File: src/rtl/mux_arb_reg_if.sv
// Handshake bundle for mux_arb_reg: NCH producer channels in, one registered beat out.
interface mux_arb_reg_if #(
  parameter int WIDTH = 8,
  parameter int NCH   = 4
);
  localparam int SELW = (NCH > 1) ? $clog2(NCH) : 1;

  logic [NCH*WIDTH-1:0] in_data;
  logic [NCH-1:0]       in_valid;
  logic [NCH-1:0]       in_last;
  logic [NCH-1:0]       in_ready;
  logic [SELW-1:0]      sel;
  logic [WIDTH-1:0]     out_data;
  logic                 out_last;
  logic [SELW-1:0]      out_chan;
  logic                 out_valid;
  logic                 out_ready;

  modport master (
    output in_data, in_valid, in_last, sel, out_ready,
    input  in_ready, out_data, out_last, out_chan, out_valid
  );

  modport slave (
    input  in_data, in_valid, in_last, sel, out_ready,
    output in_ready, out_data, out_last, out_chan, out_valid
  );
endinterface

File: src/rtl/mux_arb_reg.sv
// Packet-granular NCH:1 channel merger with select or round-robin choice and a
// single registered output stage.
//
// state | meaning
// IDLE  | no grant held; choose the next channel
// BUSY  | grant held until a beat marked last transfers
module mux_arb_reg #(
  parameter int WIDTH = 8,
  parameter int NCH   = 4,
  parameter int MODE  = 0,
  localparam int SELW = (NCH > 1) ? $clog2(NCH) : 1
) (
  input  logic          clk,
  input  logic          rst_n,
  mux_arb_reg_if.slave  bus
);

  typedef enum logic {IDLE, BUSY} state_t;

  state_t           state;
  logic [SELW-1:0]  grant;
  logic [SELW-1:0]  rr_ptr;

  logic             load_en;
  logic             xfer;
  logic             cur_valid;
  logic             cur_last;
  logic [WIDTH-1:0] cur_data;
  logic             sel_hit;
  logic             hi_hit, lo_hit, rr_hit;
  logic [SELW-1:0]  hi_pick, lo_pick, rr_pick;

  assign load_en = !bus.out_valid || bus.out_ready;
  assign xfer    = (state == BUSY) && cur_valid && load_en;
  assign rr_hit  = hi_hit || lo_hit;
  assign rr_pick = hi_hit ? hi_pick : lo_pick;

  always_comb begin
    cur_valid    = 1'b0;
    cur_last     = 1'b0;
    cur_data     = '0;
    sel_hit      = 1'b0;
    bus.in_ready = '0;
    for (int i = 0; i < NCH; i++) begin
      if (grant == SELW'(i)) begin
        cur_valid = bus.in_valid[i];
        cur_last  = bus.in_last[i];
        cur_data  = bus.in_data[i*WIDTH +: WIDTH];
        if (state == BUSY) bus.in_ready[i] = load_en;
      end
      if (bus.sel == SELW'(i) && bus.in_valid[i]) sel_hit = 1'b1;
    end
  end

  // Channels above rr_ptr win over those at or below it; descending scan
  // leaves the lowest index of each group as the pick.
  always_comb begin
    hi_hit  = 1'b0;
    lo_hit  = 1'b0;
    hi_pick = '0;
    lo_pick = '0;
    for (int i = NCH - 1; i >= 0; i--) begin
      if (bus.in_valid[i]) begin
        if (SELW'(i) > rr_ptr) begin
          hi_hit  = 1'b1;
          hi_pick = SELW'(i);
        end else begin
          lo_hit  = 1'b1;
          lo_pick = SELW'(i);
        end
      end
    end
  end

  always_ff @(posedge clk) begin
    if (!rst_n) begin
      state         <= IDLE;
      grant         <= '0;
      rr_ptr        <= SELW'(NCH - 1);
      bus.out_valid <= 1'b0;
      bus.out_data  <= '0;
      bus.out_last  <= 1'b0;
      bus.out_chan  <= '0;
    end else begin
      if (xfer) begin
        bus.out_data  <= cur_data;
        bus.out_last  <= cur_last;
        bus.out_chan  <= grant;
        bus.out_valid <= 1'b1;
      end else if (bus.out_ready) begin
        bus.out_valid <= 1'b0;
      end

      case (state)
        IDLE: begin
          if (MODE == 0) begin
            if (sel_hit) begin
              grant <= bus.sel;
              state <= BUSY;
            end
          end else if (rr_hit) begin
            grant  <= rr_pick;
            rr_ptr <= rr_pick;
            state  <= BUSY;
          end
        end
        BUSY: begin
          if (xfer && cur_last) state <= IDLE;
        end
        default: state <= IDLE;
      endcase
    end
  end

endmodule

File: src/flat_wrapper.sv
// flat-port wrapper written by rule: the top's interface ports become plain ports
module mux_arb_reg_flat 
#(
  parameter int WIDTH = 8,
  parameter int NCH   = 4,
  parameter int MODE  = 0,
  localparam int SELW = (NCH > 1) ? $clog2(NCH) : 1
)
  (clk, rst_n, bus_in_data, bus_in_valid, bus_in_last, bus_sel, bus_out_ready, bus_in_ready, bus_out_data, bus_out_last, bus_out_chan, bus_out_valid);
  mux_arb_reg_if #(.WIDTH(WIDTH), .NCH(NCH)) bus_i ();
  input  logic clk;
  input  logic rst_n;
  input wire logic [$bits(bus_i.in_data)-1:0] bus_in_data;
  input wire logic [$bits(bus_i.in_valid)-1:0] bus_in_valid;
  input wire logic [$bits(bus_i.in_last)-1:0] bus_in_last;
  input wire logic [$bits(bus_i.sel)-1:0] bus_sel;
  input wire logic [$bits(bus_i.out_ready)-1:0] bus_out_ready;
  output wire logic [$bits(bus_i.in_ready)-1:0] bus_in_ready;
  output wire logic [$bits(bus_i.out_data)-1:0] bus_out_data;
  output wire logic [$bits(bus_i.out_last)-1:0] bus_out_last;
  output wire logic [$bits(bus_i.out_chan)-1:0] bus_out_chan;
  output wire logic [$bits(bus_i.out_valid)-1:0] bus_out_valid;
  assign bus_i.in_data = bus_in_data;
  assign bus_i.in_valid = bus_in_valid;
  assign bus_i.in_last = bus_in_last;
  assign bus_i.sel = bus_sel;
  assign bus_i.out_ready = bus_out_ready;
  assign bus_in_ready = bus_i.in_ready;
  assign bus_out_data = bus_i.out_data;
  assign bus_out_last = bus_i.out_last;
  assign bus_out_chan = bus_i.out_chan;
  assign bus_out_valid = bus_i.out_valid;
  mux_arb_reg #(.WIDTH(WIDTH), .NCH(NCH), .MODE(MODE)) u_core (.clk(clk), .rst_n(rst_n), .bus(bus_i));
endmodule
File: config.mk
export PLATFORM = sky130hd
export DESIGN_NAME = mux_arb_reg_flat
export DESIGN_NICKNAME = d
export VERILOG_FILES = /design/src/rtl/mux_arb_reg_if.sv /design/src/rtl/mux_arb_reg.sv /design/src/flat_wrapper.sv
export SDC_FILE = /design/constraint.sdc
export NUM_CORES = 1
export LEC_CHECK = 0
export ABC_CLOCK_PERIOD_IN_PS = 1500
export CAP_MARGIN = 30
export CORE_ASPECT_RATIO = 1.1
export CORE_MARGIN = 5
export CORE_UTILIZATION = 32
export DETAILED_ROUTE_END_ITERATION = 8
export PLACE_DENSITY = 0.87
export SYNTH_ARGS = -nofsm -noshare
export SYNTH_HDL_FRONTEND = slang
export SYNTH_SLANG_ARGS = --single-unit
export TNS_END_PERCENT = 20
File: constraint.sdc
create_clock -name clk -period 1.5 [get_ports clk]
set_clock_uncertainty 0.1 [all_clocks]
set_input_delay 0.225 -clock clk [delete_from_list [all_inputs] [get_ports clk]]
set_output_delay 0.225 -clock clk [all_outputs]
set_load 0.05 [all_outputs]
==> results of run 1 <==
power groups by stage:
stage | clock network (mW) | registers (mW) | logic (mW)
global route | 0.246 | 0.492 | 0.713
CTS | 0.229 | 0.484 | 0.665
global placement | 0 | 0.484 | 0.611
detailed placement | 0 | 0.487 | 0.629
finish | 0.227 | 0.487 | 0.677
floorplan | 0 | 0.549 | 0.262
per-stage QoR:
step           std cells  hold WS [ns]
2_1_floorplan         75         0.253
3_3_place_gp         171         0.448
3_5_place_dp         171         0.464
4_1_cts              179         0.328
5_1_grt              181         0.354
6_report             181         0.337
cells by family after synthesis:
family          count (synthesis)  synth area share (%)
compound gates                  6                  5.03
buf+inv                         6                  6.11
flops                          15                  32.6
mux                            23                  40.6
simple gates                   25                  15.6
synthesized netlist by cell type:
cell / n / share of area (%)
nand2b_1: 2 / 1.4
buf_12: 1 / 2.2
inv_1: 1 / 0.41
or2_2: 1 / 0.68
nand3_1: 1 / 0.54
dfxtp_1: 15 / 33
nor3_1: 2 / 1.1
o21ai_0: 1 / 0.54
nand2_1: 3 / 1.2
clkbuf_8: 1 / 1.5
mux4_1: 5 / 14
nor2_1: 2 / 0.82
o22ai_1: 1 / 0.68
clkbuf_1: 2 / 0.82
o21a_1: 1 / 0.82
a21boi_0: 1 / 0.82
mux4_2: 5 / 12
o221a_2: 1 / 1.2
and2_1: 2 / 1.4
nor2b_1: 11 / 7.5
buf_6: 1 / 1.2
o2bb2ai_1: 1 / 0.95
nand3_2: 1 / 1.1
mux2i_1: 13 / 14
what timing repair did:
action	in CTS	in global routing
hold buffers	0	0
endpoints found under the setup margin	17	19
resized for setup	13	4
gates cloned	0	1
buffers inserted	4	1
pin swaps	2	3
worst reg2reg max path: stages (launching register included):
cell and delay, ns:
dfxtp_4 0.39, mux4_2 0.57, nand3_4 0.18, mux2i_1 0.22, nor2b_1 0.06
metal layers:
layer,up-vias,wire [um]
met5,-,0
met4,0,22
met3,2,122
met2,22,1760
met1,455,1040
li1,435,-
final timing paths:
path / startpoint / end / slack [ns] / cells past startpoint
worst min-delay path: bus_out_ready / u_core.bus.out_valid$_SDFFE_PN0P_ / 0.34 / 3
worst min register to register: u_core.bus.out_chan[0]$_SDFFE_PN0P_ / u_core.bus.out_chan[0]$_SDFFE_PN0P_ / 0.48 / 2
worst max register to register: u_core.grant[0]$_SDFFE_PN0P_ / u_core.bus.out_data[4]$_SDFFE_PN0P_ / -0.13 / 4
worst max-delay path: u_core.grant[0]$_SDFFE_PN0P_ / u_core.bus.out_data[4]$_SDFFE_PN0P_ / -0.13 / 4
final cells by class:
class	count	area [sq um]
Clock buffer	4	26.3
Inverter	1	3.75
Fill cell	192	850
Sequential cell	15	310
Multi-Input combinational cell	55	657
Timing Repair Buffer	73	890
Tap cell	33	41.3
placed cells by master (no fill, tap or decap), drive strengths merged, types with 3 or more instances in the layout:
| cell | instances |
|---|---|
| buf | 29 |
| clkbuf | 4 |
| clkdlybuf4s50 | 43 |
| dfxtp | 15 |
| mux2i | 13 |
| mux4 | 10 |
| nand2 | 3 |
| nand3 | 3 |
| nor2b | 11 |
registers in the layout, indices dropped and copies added, names as in the netlist:
register	cells
u_core.bus.out_valid	1
u_core.bus.out_chan	2
u_core.bus.out_last	1
u_core.bus.out_data	8
u_core.grant	2
u_core.state	1
==> run summary, run 1 <==
Fin crit share = 109%
Cells after Synth = 75
Clock Power Share = 16.3%
Crit-path cells = mux4_2 -> nand3_4 -> mux2i_1 -> nor2b_1
Status = finished, violations left
Routed Antenna Nets = 0
Vias per Instance = 5.05
Overall Power = 1.39 mW
Initial antenna violation count = 0
Post-route cell area = 1930 sq um
Mean Syn Cell Area = 12.3 sq um
Core ar. = 2780 sq um
Startpoint Class = flop
Static Leak = 0.763 nW
I/O pin count = 61
CP bufs+invs = 0
Finished Core Util = 69.4%
Clk pin slew, worst setup/hold paths = 0.09 ns
Worst-Margin Slew = 0.456 ns
Routed vias = 914
Largest net degree at the start of global routing = 17
Max-slew violations = 0
Routed len/inst = 16.3 um
Area grow syn2layout = 109%
Max rail drop VDD = 0.516 mV
Sequential share of power = 35.0%
Htree depth = 1
PnR worst setup slack = -0.134 ns
#FFs+latches synth = 15
Port bufs = 60
GP Congestion = 0.731
Min-delay worst type = input pin to flop
CP endpoint kind = flop
# setup viols final = 16
Die height = 66.3 um
Min cycle time layout = 1.63 ns
WP data arrival = 1.71 ns
CTS max path bufs = 2
CP required = 1.57 ns
Setup TNS Final = -1.41 ns
Post-route DRC = 0
Crit Path Class = flop to flop
CP top delay family = multiplexers
Crit-path slowest cell = mux4_2
Worst-path fanout max = 7
Post-synthesis sequential area ratio = 32.6%
Post-synth cell types = 24
Starting density of the core = 33.2%
Fin nets = 194
Inserted Diodes = 0
Max_cap viols = 0
DRT Pass-1 Iters = 4
Max-slew headroom = 69.5%
Clk sinks = 15
HPWL after DPL = 2.41 mm
Syn nets = 120
# rows = 20
Overflow after GRT = 0
Ratio of cells with drive above 1 in the final layout = 36.5%
CTS Buf Count = 3
Vias in the first global route = 958
Die Footprint = 4050 sq um
Grt met2 use = 29.1%
Synth warn = 0
Root Driver = clkbuf_4
DR iter-0 viols = 14
Switch Pwr = 0.456 mW
Logic gate share of total power = 48.7%
CTS tree = yes
Total power per unit cell area = 721 nW/um^2
GRT Util Overall = 14.7%
First-pass GRT wire length = 4.40 mm
Failing checks = negative setup slack
Die Wd = 61.2 um
Switching Fraction = 32.8%
GR Util met1 = 15.8%
Clk_lat worst skew = 0.28 ns
Internal = 0.934 mW
GRT met3 Usage = 0.977%
Max stage delay on crit path = 0.57 ns
Global route hottest layer = met2
Placed cell area = 1790 sq um
Setup repair after global routing missed its margin = true
Post-Syn Area = 921 sq um
Routed Wire Length = 2.95 mm
Final Hold Vio Count = 0
Peak Freq = 612 MHz
Post-place setup slack = -0.371 ns
Power figures use the tool's default switching activity.
==> run 2, diff against run 1 <==
- SETUP_SLACK_MARGIN: unset -> 0.15
==> run 2 against run 1 <==
The run still ends with negative setup slack left; utilization grew 0.68 points; maximum frequency decreased by 3.1%; cell area is 0.97% higher; final cell count up 1.7%; clock-buffer cell count down 1; sequential share of layout area hardly changed; non-clock buffer count grew 3; critical path type unchanged; critical endpoint unchanged.
==> run summary, run 2 (synthesis results as in run 1) <==
Starting density of the core = 33.2% (unchanged)
Number of flip-flops under the largest register name = 8 (unchanged)
CP endpoint kind = flop (unchanged)
CTS max path bufs = 2 (unchanged)
Worst-Margin Slew = 0.514 ns (was 0.456 ns)
GP Congestion = 0.691 (was 0.731)
Largest net degree at the start of global routing = 17 (unchanged)
Port bufs = 60 (unchanged)
Top reg by flops = u_core.bus.out_data (unchanged)
Sequential share of power = 33.3% (was 35.0%)
Most frequent cells in the layout = clkdlybuf4s50_1 (42), buf_12 (17), buf_4 (13) (was clkdlybuf4s50_1 (43), buf_12 (18), mux2i_1 (12))
Routed vias = 961 (was 914)
# setup viols final = 16 (unchanged)
GR Util met1 = 16.9% (was 15.8%)
CP required = 1.58 ns (was 1.57 ns)
Grt met2 use = 35.1% (was 29.1%)
PnR worst setup slack = -0.186 ns (was -0.134 ns)
Placed cell area = 1790 sq um (about the same)
CTS Buf Count = 3 (unchanged)
Core ar. = 2780 sq um (unchanged)
Max rail drop VDD = 0.456 mV (was 0.516 mV)
Worst-path fanout max = 7 (unchanged)
Failing checks = negative setup slack (unchanged)
Initial antenna violation count = 0 (unchanged)
Crit-path cells = mux4_2 -> nand3_4 -> mux2i_2 -> nor2b_1 (was mux4_2 -> nand3_4 -> mux2i_1 -> nor2b_1)
Vias per Instance = 5.22 (was 5.05)
I/O pin count = 61 (unchanged)
Die Footprint = 4050 sq um (unchanged)
Ratio of cells with drive above 1 in the final layout = 44.4% (was 36.5%)
Min cycle time layout = 1.69 ns (was 1.63 ns)
Routed len/inst = 18.6 um (was 16.3 um)
Die Wd = 61.2 um (unchanged)
Clock Power Share = 16.8% (was 16.3%)
HPWL after DPL = 2.63 mm (was 2.41 mm)
DRT Pass-1 Iters = 4 (unchanged)
CP top delay family = multiplexers (unchanged)
Internal = 0.950 mW (was 0.934 mW)
Total power per unit cell area = 746 nW/um^2 (was 721 nW/um^2)
Clk pin slew, worst setup/hold paths = 0.10 ns (was 0.09 ns)
Switch Pwr = 0.503 mW (was 0.456 mW)
WP data arrival = 1.77 ns (was 1.71 ns)
Post-route cell area = 1950 sq um (was 1930 sq um)
Switching Fraction = 34.6% (was 32.8%)
Fillers = 189 (was 192)
Reg2reg start = u_core.grant[0]$_SDFFE_PN0P_ (unchanged)
Post-route DRC = 0 (unchanged)
# hold bufs at CTS = 0 (unchanged)
First-pass GRT wire length = 5.13 mm (was 4.40 mm)
CTS tree = yes (unchanged)
Peak Freq = 593 MHz (was 612 MHz)
Clk sinks = 15 (unchanged)
DR iter-0 viols = 21 (was 14)
Area grow syn2layout = 111% (was 109%)
Vias in the first global route = 1,056 (was 958)
Top flop regs = u_core.bus.out_data x8, u_core.bus.out_chan x2, u_core.grant x2 (unchanged)
Crit-path slowest cell = mux4_2 (unchanged)
Max_cap viols = 0 (unchanged)
Max-slew headroom = 65.6% (was 69.5%)
Routed Wire Length = 3.42 mm (was 2.95 mm)
Setup repair after global routing missed its margin = true (unchanged)
Inserted Diodes = 0 (unchanged)
Overflow after GRT = 0 (unchanged)
Status = finished, violations left (unchanged)
Fin nets = 197 (was 194)
CP startpoint = u_core.grant[0]$_SDFFE_PN0P_ (unchanged)
Min-delay worst type = input pin to flop (unchanged)
Htree depth = 1 (unchanged)
Most common cell after layout, fill and taps aside = clkdlybuf4s50_1 (unchanged)
Die height = 66.3 um (unchanged)
Startpoint Class = flop (unchanged)
Fin crit share = 112% (was 109%)
Clk_lat worst skew = 0.29 ns (was 0.28 ns)
Hold path start = bus_out_ready (unchanged)
Max-slew violations = 0 (unchanged)
Post-place setup slack = -0.394 ns (was -0.371 ns)
Routed Antenna Nets = 0 (unchanged)
Crit Path Class = flop to flop (unchanged)
Global route hottest layer = met2 (unchanged)
Logic gate share of total power = 49.9% (was 48.7%)
GRT met3 Usage = 1.37% (was 0.977%)
CP bufs+invs = 0 (unchanged)
# rows = 20 (unchanged)
Max stage delay on crit path = 0.57 ns (about the same)
GRT Util Overall = 17.7% (was 14.7%)
Static Leak = 0.756 nW (was 0.763 nW)
Final Hold Vio Count = 0 (unchanged)
Root Driver = clkbuf_4 (unchanged)
[run 2: cell count changes in the layout (fill, tap and decap cells not counted), sizes merged]
cell,before,now
clkbuf,4,3
clkinv,0,1
clkinvlp,0,1
clkdlybuf4s50,43,42
buf,29,32
dlygate4sd2,1,2
inv,1,0
[run 2: area by class of cell]
cell class                      instances  area (sq um)  area share, %
Inverter                                1          7.51          0.386
Timing Repair Buffer                   76           902           46.3
Clock buffer                            3          22.5           1.16
Sequential cell                        15           313           16.1
Clock inverter                          1          5.00          0.257
Multi-Input combinational cell         55           656           33.7
Tap cell                               33          41.3           2.12
[run 2: path summary, 6_finish.rpt]
check                                             end  slack (ns)  depth (start not counted)
setup / recovery  u_core.bus.out_data[4]$_SDFFE_PN0P_       -0.19                          4
setup reg to reg  u_core.bus.out_data[4]$_SDFFE_PN0P_       -0.19                          4
hold / removal      u_core.bus.out_valid$_SDFFE_PN0P_        0.32                          3
hold reg to reg               u_core.state$_SDFF_PN0_        0.46                          2
[run 2: power by group through the flow]
stage               combinational [mW]  clock (mW)  sequential [mW]
finish                           0.726       0.244            0.484
global route                     0.762       0.273            0.490
CTS                              0.706       0.245            0.482
detailed placement               0.636           0            0.484
global placement                 0.612           0            0.482
floorplan                        0.262           0            0.549
[run 2: worst min-delay path, cell delays in order]
cell           delay [ns]
dlygate4sd2_1        0.19
nand2b_4             0.16
a21boi_1             0.09
[run 2: through the flow]
stage / std cells / hold WS, ns / total power [mW] / setup TNS (ns) / utilization, %
finish: 184 / 0.323 / 1.45 / -1.48 / 70.1
global route: 184 / 0.346 / 1.52 / -2.55 / 70.1
CTS: 183 / 0.325 / 1.43 / -1.48 / 70.0
detailed placement: 171 / 0.458 / 1.12 / -6.06 / 64.4
global placement: 171 / 0.442 / 1.09 / -4.74 / 64.4
floorplan: 75 / 0.253 / 0.811 / -0.920 / -
[run 2: metal layers]
layer | vias to the layer above | wire (um)
li1 | 434 | -
met1 | 481 | 1120
met4 | 0 | 112
met5 | - | 0
met3 | 10 | 100
met2 | 36 | 2080
[run 2: what timing repair did]
action / 4_1_cts / 5_1_grt
pin swaps: 6 / 5
gates resized for setup: 24 / 6
gates cloned: 0 / 1
setup endpoints to repair: 19 / 19
endpoints found under the hold margin: 0 / 0
buffers inserted: 8 / 0
